**src/rtl/synth_param_pkg.sv**
```systemverilog
// Shared types and constants for the synthesizer parameter bank.
// Auto-repeat is enabled by defining SYNTH_PARAM_REPEAT_EN.
package synth_param_pkg;

    typedef enum logic [2:0] {
        SEL_AMP = 3'd0,
        SEL_ATK = 3'd1,
        SEL_DEC = 3'd2,
        SEL_SUS = 3'd3,
        SEL_REL = 3'd4
    } sel_e;

    localparam int NUM_ADSR = 5;

    localparam logic [2:0] OCT_MIN   = 3'd0;
    localparam logic [2:0] OCT_MAX   = 3'd7;
    localparam logic [2:0] OCT_RESET = 3'd4;

    // Bit i set means the register addressed by selector i resets to PMAX, clear means 0.
    localparam logic [NUM_ADSR-1:0] ADSR_RESET_MAX = 5'b11011;

    typedef enum logic [1:0] {
        DIR_NONE = 2'd0,
        DIR_UP   = 2'd1,
        DIR_DOWN = 2'd2
    } dir_e;

    typedef enum logic [1:0] {
        ST_IDLE   = 2'd0,
        ST_DELAY  = 2'd1,
        ST_REPEAT = 2'd2
    } rep_state_e;

    function automatic dir_e decode_dir(input logic plus, input logic minus);
        case ({plus, minus})
            2'b10:   return DIR_UP;
            2'b01:   return DIR_DOWN;
            default: return DIR_NONE;
        endcase
    endfunction

endpackage

```
**src/rtl/synth_param_bank_key_repeat.sv**
```systemverilog
// Turns a level-held plus/minus key pair into single step pulses with optional
// keyboard-style auto-repeat (SYNTH_PARAM_REPEAT_EN).
module key_repeat
    import synth_param_pkg::*;
#(
    parameter int REPEAT_DELAY = 25000000,
    parameter int REPEAT_RATE  = 5000000
) (
    input  logic clk,
    input  logic reset,
    input  logic plus,
    input  logic minus,
    output logic step,
    output logic step_up
);

    dir_e dir;
    dir_e prev_dir;
    logic new_press;

    assign dir       = decode_dir(plus, minus);
    // A reversal counts as a press just like leaving DIR_NONE.
    assign new_press = (dir != DIR_NONE) && (dir != prev_dir);

    if (REPEAT_DELAY < 1 || REPEAT_RATE < 1) begin : g_bad_cfg
        $error("key_repeat: REPEAT_DELAY and REPEAT_RATE must be >= 1");
    end

`ifdef SYNTH_PARAM_REPEAT_EN
    localparam int CNT_MAX = (REPEAT_DELAY > REPEAT_RATE) ? REPEAT_DELAY : REPEAT_RATE;
    localparam int CNT_W   = (CNT_MAX > 1) ? $clog2(CNT_MAX) : 1;
    localparam logic [CNT_W-1:0] DELAY_LOAD = CNT_W'(REPEAT_DELAY - 1);
    localparam logic [CNT_W-1:0] RATE_LOAD  = CNT_W'(REPEAT_RATE - 1);

    rep_state_e       state;
    logic [CNT_W-1:0] cnt;

    // NOTE: every flop here uses <= so all of them sample pre-edge values;
    // blocking assignments would let later statements see half-updated state.
    always_ff @(posedge clk or posedge reset) begin
        if (reset) begin
            state    <= ST_IDLE;
            cnt      <= '0;
            prev_dir <= DIR_NONE;
            step     <= 1'b0;
            step_up  <= 1'b0;
        end else begin
            prev_dir <= dir;
            step     <= 1'b0;
            if (dir == DIR_NONE) begin
                state <= ST_IDLE;
            end else if (new_press) begin
                step    <= 1'b1;
                step_up <= (dir == DIR_UP);
                state   <= ST_DELAY;
                cnt     <= DELAY_LOAD;
            end else if (state != ST_IDLE) begin
                if (cnt == '0) begin
                    step  <= 1'b1;
                    state <= ST_REPEAT;
                    cnt   <= RATE_LOAD;
                end else begin
                    cnt <= cnt - CNT_W'(1);
                end
            end
        end
    end
`else
    // Without auto-repeat the FSM never leaves IDLE: one step per press.
    always_ff @(posedge clk or posedge reset) begin
        if (reset) begin
            prev_dir <= DIR_NONE;
            step     <= 1'b0;
            step_up  <= 1'b0;
        end else begin
            prev_dir <= dir;
            step     <= new_press;
            if (new_press) begin
                step_up <= (dir == DIR_UP);
            end
        end
    end
`endif

endmodule

```
**src/rtl/synth_param_bank.sv**
```systemverilog
// Live synthesizer parameter registers (octave + amplitude/ADSR) with saturating
// stepping from two key_repeat channels; auto-repeat via SYNTH_PARAM_REPEAT_EN.
module synth_param_bank
    import synth_param_pkg::*;
#(
    parameter int          PARAM_W      = 31,
    parameter int unsigned PMAX         = 1073741824,
    parameter int unsigned STEP         = 10,
    parameter int          REPEAT_DELAY = 25000000,
    parameter int          REPEAT_RATE  = 5000000
) (
    input  logic               clk,
    input  logic               reset,
    input  logic               octave_plus_plus,
    input  logic               octave_minus_minus,
    input  logic [2:0]         ADSR_selector,
    input  logic               ADSR_plus_plus,
    input  logic               ADSR_minus_minus,
    output logic [2:0]         octave,
    output logic [PARAM_W-1:0] amplitude,
    output logic [PARAM_W-1:0] attack,
    output logic [PARAM_W-1:0] decay,
    output logic [PARAM_W-1:0] sustain,
    output logic [PARAM_W-1:0] rel,
    output logic               param_changed
);

    typedef logic [PARAM_W:0] wide_t;

    localparam wide_t              PMAX_W   = wide_t'(PMAX);
    localparam wide_t              STEP_W   = wide_t'(STEP);
    localparam wide_t              UP_LIMIT = PMAX_W - STEP_W;
    localparam logic [PARAM_W-1:0] PMAX_P   = PARAM_W'(PMAX);

    // One extra bit of headroom keeps value+STEP from wrapping before the clamp.
    function automatic logic [PARAM_W-1:0] adsr_next(input logic [PARAM_W-1:0] value,
                                                     input logic up);
        wide_t v;
        wide_t r;
        v = {1'b0, value};
        if (up) begin
            r = (v > UP_LIMIT) ? PMAX_W : v + STEP_W;
        end else begin
            r = (v < STEP_W) ? '0 : v - STEP_W;
        end
        return r[PARAM_W-1:0];
    endfunction

    function automatic logic [2:0] octave_next(input logic [2:0] value, input logic up);
        if (up) begin
            return (value == OCT_MAX) ? value : value + 3'd1;
        end
        return (value == OCT_MIN) ? value : value - 3'd1;
    endfunction

    logic oct_step;
    logic oct_up;
    logic adsr_step;
    logic adsr_up;

    key_repeat #(
        .REPEAT_DELAY (REPEAT_DELAY),
        .REPEAT_RATE  (REPEAT_RATE)
    ) u_oct_repeat (
        .clk     (clk),
        .reset   (reset),
        .plus    (octave_plus_plus),
        .minus   (octave_minus_minus),
        .step    (oct_step),
        .step_up (oct_up)
    );

    key_repeat #(
        .REPEAT_DELAY (REPEAT_DELAY),
        .REPEAT_RATE  (REPEAT_RATE)
    ) u_adsr_repeat (
        .clk     (clk),
        .reset   (reset),
        .plus    (ADSR_plus_plus),
        .minus   (ADSR_minus_minus),
        .step    (adsr_step),
        .step_up (adsr_up)
    );

    logic [2:0]         oct_q;
    logic [2:0]         oct_d;
    logic [PARAM_W-1:0] adsr_q [NUM_ADSR];
    logic [PARAM_W-1:0] adsr_d [NUM_ADSR];
    logic               changed;

    // NOTE: every output of this block is given a default first, so no path
    // leaves a variable unassigned and no latch is inferred.
    always_comb begin
        oct_d   = oct_q;
        adsr_d  = adsr_q;
        changed = 1'b0;

        if (oct_step) begin
            oct_d = octave_next(oct_q, oct_up);
        end
        // The selector is sampled when the step lands; 5-7 match nothing.
        if (adsr_step) begin
            for (int i = 0; i < NUM_ADSR; i++) begin
                if (ADSR_selector == 3'(i)) begin
                    adsr_d[i] = adsr_next(adsr_q[i], adsr_up);
                end
            end
        end

        changed = (oct_d != oct_q);
        for (int i = 0; i < NUM_ADSR; i++) begin
            changed = changed | (adsr_d[i] != adsr_q[i]);
        end
    end

    // NOTE: adsr_q is five ordinary flop words rather than a RAM, so giving
    // each entry an asynchronous reset value is cheap and intended.
    always_ff @(posedge clk or posedge reset) begin
        if (reset) begin
            oct_q         <= OCT_RESET;
            param_changed <= 1'b0;
            for (int i = 0; i < NUM_ADSR; i++) begin
                adsr_q[i] <= ADSR_RESET_MAX[i] ? PMAX_P : '0;
            end
        end else begin
            oct_q         <= oct_d;
            param_changed <= changed;
            for (int i = 0; i < NUM_ADSR; i++) begin
                adsr_q[i] <= adsr_d[i];
            end
        end
    end

    assign octave    = oct_q;
    assign amplitude = adsr_q[int'(SEL_AMP)];
    assign attack    = adsr_q[int'(SEL_ATK)];
    assign decay     = adsr_q[int'(SEL_DEC)];
    assign sustain   = adsr_q[int'(SEL_SUS)];
    assign rel       = adsr_q[int'(SEL_REL)];

endmodule
```
**config.mk**
```make
export PLATFORM = sky130hd
export DESIGN_NAME = synth_param_bank
export DESIGN_NICKNAME = d
export VERILOG_FILES = /design/src/rtl/synth_param_pkg.sv /design/src/rtl/synth_param_bank_key_repeat.sv /design/src/rtl/synth_param_bank.sv
export SDC_FILE = /design/constraint.sdc
export NUM_CORES = 1
export LEC_CHECK = 0
export ABC_AREA = 1
export CAP_MARGIN = 20
export CORE_MARGIN = 5
export CORE_UTILIZATION = 46
export DETAILED_ROUTE_END_ITERATION = 10
export PLACE_DENSITY = 0.77
export SYNTH_ARGS = -nofsm -noshare
export SYNTH_HDL_FRONTEND = slang
export SYNTH_HIERARCHICAL = 1
export SYNTH_SLANG_ARGS = --single-unit
```
**constraint.sdc**
```tcl
create_clock -name clk -period 8.3 [get_ports clk]
set_input_delay 1.245 -clock clk [delete_from_list [all_inputs] [get_ports clk]]
set_output_delay 1.245 -clock clk [all_outputs]
set_load 0.1 [all_outputs]
```
==> impl_metrics.toml, run 1 <==
[layout]
final_area_um2 = 21800
fin_nets = 3686
n_antenna_cell = 0
area_delta_synth_final_pct = 10.9
drive_above_1_share_pct = 3.51

[grt]
grt_pass1_wl_mm = 112
grtUsageTotal_pct = 29.0
grt_pass1_vias = 20800
antenna_found_initial = 0
grt_max_degree = 103
grt_overflow = 0

[synthesis]
synth_compound_area_share_pct = 8.39
ys.flop_type = "dfrtp_1"
synth.most_common_cell = "nand2_1"
synth_area_um2 = 19600
synth_edf_count = 0
synth_top_area_share_pct = 23.8
synth_seq_cells = 167
avgSynthCellArea_um2 = 5.38
synthXorXnorAreaFrac_pct = 2.41
yosysSeqAreaShare_pct = 21.3
synthMuxAreaShare_pct = 0
synth_common_cells = "nand2_1 (1245), nor2_1 (591), nand3_1 (530)"
synth_top_family_by_area = "simple AND/OR/NAND/NOR gates"
async_flop_share_pct = 100
yosys.area.top_type = "nand2_1"
synth_fp_nets = 3675
ys_types = 43
synth_simple_gate_area_share_pct = 55.4
yosys_warnings = 6
synthTopCellsByArea = "nand2_1 (24%), dfrtp_1 (21%), nand3_1 (14%)"
synthCells = 3649
synth_adder_area_share_pct = 1.08

[min_path]
worstHoldStart = "attack[30]$_DFF_PP1_"
hold_class = "flop to flop"
holdPathStages = 2
holdPathEnd = "attack[30]$_DFF_PP1_"

[pwr]
p_leak_nw = 9.94
vdd.ir_drop.worst_mv = 0.318
sw_frac_of_total_pct = 65.9
combPwrFrac_pct = 67.9
pwr-share-clk_pct = 9.6
p_switching_mw = 5.89
p_per_area_nw_per_um2 = 411
seq_power_share_pct = 22.4
internal_power_mw = 3.05

[cts]
htreeDepth = 4
cts_buffers = 17
cts_tree = "built"
numClockSinks = 167
clkLatencyLatePin_ns = 0.50
cts_buffer_depth = 2
cts_root_buffer = "clkbuf_16"
ctsResizeCount = 0
cts_hold_buf = 0
cts_setup_buffers = 0
clk_pin_slew_ns = 0.07

[die]
die_w_um = 217
ios = 168
core_area_um2 = 42100
dieArea_um2 = 46900
start_util_pct = 46.6
rows = 75
dieHeight_um = 217

[run]
max_cap_viol_count = 0

[timing]
hold_viol_final = 0
fin_crit_ns = 4.35
fmax_ghz = 0.230
slew_viol_final = 0
tightest_slew_ns = 1.12
hold_ws_ns = 0.534
clock_skew_ns = 0.0120
slew_headroom_pct = 25.2
finalSetupViolCount = 0
tns_ns = 0
fin_crit_sh_pct = 52.4
rsz0062_at_grt = "false"

[drt]
via_count = 23700
postRouteAntennaNets = 0
viasPerCell = 5.62
drt_iter0_drc = 2770
finalWirelength_mm = 69.6
routedWlPerCell_um = 16.5
dr.pass1.iters = 6
drc_errors = 0

[placement]
postPlaceCellArea_um2 = 21200
routabilityCongestion = 1.04
dpl.hpwl_mm = 52.5
io_buffers = 167

[critical_path]
critPathMaxFanout = 74
slowest_delay_ns = 0.57
cp_cell_sequence = "clkdlybuf4s50_1 -> inv_1 -> nor3_2 -> buf_4 -> inv_1 -> a21oi_2 -> nand2_1 -> inv_2 -> nand2_1 -> nand3_1 -> nand2_1 -> nor2_1 -> nand2_1 -> nor2_1 -> nand2_1 -> nor2_1 -> nand2_1 -> nor2_1 -> nand2_1"
required_ns = 8.70
endpoint_kind = "flop"
rrSetupSlack_ns = 4.34
crit_slowest_cell = "buf_4"
critPathLaunchType = "input port"
arrival_ns = 4.75
worstSetupPathType = "input port to flop"
critPathMostFrequentCell = "nand2_1"
reg2reg_from = "u_adsr_repeat/step_up$_DFFE_PP0P_"
reg2reg_depth = 17
r2r-end = "param_changed$_DFF_PP0_"

[run_status]
status = "finished, final reports clean"
## layout by cell type (no fill, tap or decap), types with 2 or more instances in the layout
cell / instances
inv_1: 328
dfstp_2: 5
ha_1: 17
nor2_1: 590
nor3_1: 23
xor2_1: 51
o21ai_0: 210
o21a_1: 11
inv_2: 15
nor2_4: 12
a21oi_1: 56
nand2_4: 3
a21boi_0: 3
buf_4: 11
clkbuf_1: 3
clkdlybuf4s50_1: 167
nand2_2: 13
o21ai_1: 15
o22ai_1: 3
clkinv_2: 2
nand3_1: 530
nor2_2: 25
nand4_1: 98
clkbuf_16: 17
o32ai_1: 2
nor3b_1: 2
o211ai_1: 8
nand3_2: 7
nand2_1: 1245
xnor2_1: 3
bufinv_16: 3
nor4_1: 2
and2_1: 3
clkinvlp_4: 3
inv_6: 3
dfrtp_1: 161
nand3b_1: 9
## state kept, by name, indices dropped and copies added, names as in the netlist
name,count
u_adsr_repeat/step,1
amplitude,31
octave,3
decay,31
u_adsr_repeat/step_up,1
attack,31
rel,31
u_oct_repeat/step_up,1
u_oct_repeat/step,1
u_oct_repeat/prev_dir,2
sustain,31
u_adsr_repeat/prev_dir,2
param_changed,1
## layer usage
| layer | track usage, % | vias to the layer above | wire length, µm |
|---|---|---|---|
| li1 | - | 11700 | - |
| met1 | 41.6 | 10600 | 30600 |
| met2 | 43.9 | 1183 | 30000 |
| met3 | 5.46 | 131 | 6820 |
| met4 | 9.94 | 0 | 2200 |
| met5 | 0 | - | 0 |
## metrics by stage
| step | power [mW] | setup slack [ns] | cells | utilization [%] |
|---|---|---|---|---|
| 6_report | 8.94 | 3.95 | 4212 | 51.7 |
| 5_1_grt | 9.52 | 3.66 | 4212 | 51.7 |
| 3_5_place_dp | 7.99 | 3.49 | 4179 | 50.2 |
| 2_1_floorplan | 6.54 | 2.77 | 3649 | - |
| 3_3_place_gp | 7.97 | 3.60 | 4179 | 50.2 |
| 4_1_cts | 8.88 | 4.04 | 4211 | 51.6 |
## worst max-delay path, delay by kind of cell
| kind | cells | cell delay (ns) |
|---|---|---|
| buf+inv | 5 | 1.74 |
| simple gates | 13 | 1.38 |
| compound gates | 1 | 0.34 |
## worst max path at each step
| stage | depth (start not counted) | end | from |
|---|---|---|---|
| CTS | 19 | param_changed$_DFF_PP0_ | ADSR_selector[1] |
| global placement | 19 | param_changed$_DFF_PP0_ | ADSR_selector[1] |
| detailed placement | 19 | param_changed$_DFF_PP0_ | ADSR_selector[1] |
| global route | 19 | param_changed$_DFF_PP0_ | ADSR_selector[1] |
| floorplan | 1 | amplitude[0]$_DFF_PP0_ | reset |
| finish | 19 | param_changed$_DFF_PP0_ | ADSR_selector[1] |
## cell families (layout without fill, tap and decap cells)
group           count (synthesis)  after routing
simple gates                 2565           2565
buf+inv                       533            557
compound gates                313            313
flops                         167            167
xor+xnor                       54             54
fa+ha+maj                      17             17
## area by class of cell
type	count	area [µm²]
Fill cell	4442	20400
Multi-Input combinational cell	2949	13200
Sequential cell	167	4190
Timing Repair Buffer	179	1780
Inverter	346	1310
Tap cell	539	674
Clock buffer	21	450
Clock inverter	11	149
## power groups by stage
stage | combinational (mW) | clock [mW] | sequential (mW)
global placement | 5.99 | 0 | 1.99
global route | 6.54 | 0.914 | 2.07
floorplan | 2.91 | 0 | 3.63
finish | 6.08 | 0.863 | 2.00
detailed placement | 6.01 | 0 | 1.98
CTS | 6.03 | 0.880 | 1.97
Power figures use the tool's default switching activity.
==> run 2: changes to the inputs <==
clock period = 4.1 ns   (was 8.3 ns; I/O delays follow)
==> run 2 against run 1 <==
  * Final area increased by 0.92%
  * Clock-buffer cell count down 4
  * Combinational power grew 100%
  * First-iteration DRC count is 0.29% lower
  * Final cell count is 0.55% higher
  * Clock skew rose by 0.00051 ns
  * Via count rose by 0.16%
  * Global-route usage rose by 0.46 points
  * Total power rose by 100%
  * Critical path depth fell by 1
  * Register-to-register slack got worse by 3.7 ns
  * Hold slack worse by 0.13 ns
  * Critical endpoint unchanged
  * Largest power group unchanged
==> impl_metrics.toml, run 2 (same netlist as run 1, synthesis figures left out) <==
[placement]
routabilityCongestion = 1.02
io_buffers = 167
dp_slack_ns = 0.554
postPlaceCellArea_um2 = 21400
dpl.hpwl_mm = 54.1

[drt]
postRouteAntennaNets = 0
via_count = 23700
dr.pass1.iters = 7
drt_iter0_drc = 2762
finalWirelength_mm = 70.8
drc_errors = 0
viasPerCell = 5.60
routedWlPerCell_um = 16.7

[pwr]
vdd.ir_drop.worst_mv = 0.653
p_leak_nw = 10.1
p_per_area_nw_per_um2 = 823

[critical_path]
arrival_ns = 3.90
critPathLaunchType = "flop"
worstSetupPathType = "flop to flop"
endpoint_kind = "flop"
critPathMaxFanout = 14
required_ns = 4.50

[grt]
antenna_found_initial = 0
grt_pass1_vias = 20900
grt_pass1_wl_mm = 113
grt_overflow = 0
grtUsageTotal_pct = 29.5
grt_max_degree = 78

[timing]
slew_headroom_pct = 26.6
slew_viol_final = 0
finalSetupViolCount = 0
tightest_slew_ns = 1.10
hold_viol_final = 0
fin_crit_sh_pct = 85.3
fin_crit_ns = 3.50
rsz0062_at_grt = "false"
setup_ws_ns = 0.602
clock_skew_ns = 0.0125
fmax_ghz = 0.286
tns_ns = 0

[run_status]
status = "finished, final reports clean"

[die]
dieArea_um2 = 46900
start_util_pct = 46.6
dieHeight_um = 217
ios = 168
core_area_um2 = 42100
rows = 75
die_w_um = 217

[cts]
clk_pin_slew_ns = 0.08
cts_tree = "built"
ctsResizeCount = 0
htreeDepth = 4
cts_setup_buffers = 0
clkLatencyLatePin_ns = 0.51
numClockSinks = 167
cts_root_buffer = "clkbuf_16"
cts_buffer_depth = 2
cts_buffers = 17
cts_hold_buf = 0

[min_path]
hold_class = "input port to async pin"

[layout]
multi_input_area_um2 = 13200
area_delta_synth_final_pct = 11.9
final_area_um2 = 22000
drive_above_1_share_pct = 4.19
n_antenna_cell = 0
final_cell_mix = "nand2_1 (1245), nor2_1 (590), nand3_1 (530)"
final_common_cell = "nand2_1"
fin_nets = 3709
regArea_um2 = 4190
fillers = 4524

[run]
max_cap_viol_count = 0
[run 2: metal layers]
metal	part of all wire [%]	GRT usage (%)	routed length, µm	vias up
li1	-	-	-	11800
met3	9.4	5.60	6690	148
met2	43	44.4	30400	1133
met1	44	41.8	31200	10700
met4	3.5	11.5	2510	0
met5	0	0	0	-
[run 2: area by class of cell]
cell class	count	share of cell area, %
clock inverters	15	0.729
repair buffers	202	9.09
flip-flops and latches	167	19.1
multi-input cells	2949	60.2
clock buffers	17	1.94
well taps	539	3.07
inverters	346	5.94
[run 2: metrics by stage]
stage	cells	total power, mW	utilization (%)	hold WS, ns
CTS	4235	18.0	52.2	0.379
global placement	4203	16.2	50.8	0.510
finish	4235	18.1	52.2	0.402
detailed placement	4203	16.3	50.8	0.515
global route	4235	19.3	52.2	0.399
floorplan	3649	13.2	-	0.381
[run 2: path summary, 6_finish.rpt]
| path | end | cells past startpoint | slack [ns] | from |
|---|---|---|---|---|
| min in group clk | rel[30]$_DFF_PP1_ | 2 | 0.53 | rel[30]$_DFF_PP1_ |
| min | u_oct_repeat/step$_DFF_PP0_ | 2 | 0.40 | reset |
| min reg2reg | rel[30]$_DFF_PP1_ | 2 | 0.53 | rel[30]$_DFF_PP1_ |
| max | param_changed$_DFF_PP0_ | 18 | 0.60 | decay[2]$_DFF_PP0_ |
| max in group asynchronous | attack[18]$_DFF_PP0_ | 3 | 2.57 | reset |
| max reg2reg | param_changed$_DFF_PP0_ | 18 | 0.60 | decay[2]$_DFF_PP0_ |
[run 2: power breakdown]
group	internal (mW)	switching, mW	total (mW)
registers	2.27	1.71	3.98
clock network	0.811	0.860	1.67
logic	2.99	9.45	12.4
total	6.07	12.0	18.1
[run 2: critical path, cell delays in order (launching register included)]
cell     delay, ns
dfrtp_1       0.50
ha_1          0.22
nor2_1        0.07
nor2_4        0.21
nand2_2       0.14
nor2_4        0.20
nand2_1       0.12
nand2_1       0.11
nand3_2       0.32
nand2_1       0.38
inv_2         0.14
nand3_1       0.12
nand2_1       0.07
nor2_1        0.10
nand3_1       0.10
nor2_1        0.31
nand3_1       0.12
nor2_1        0.10
nand2_1       0.05
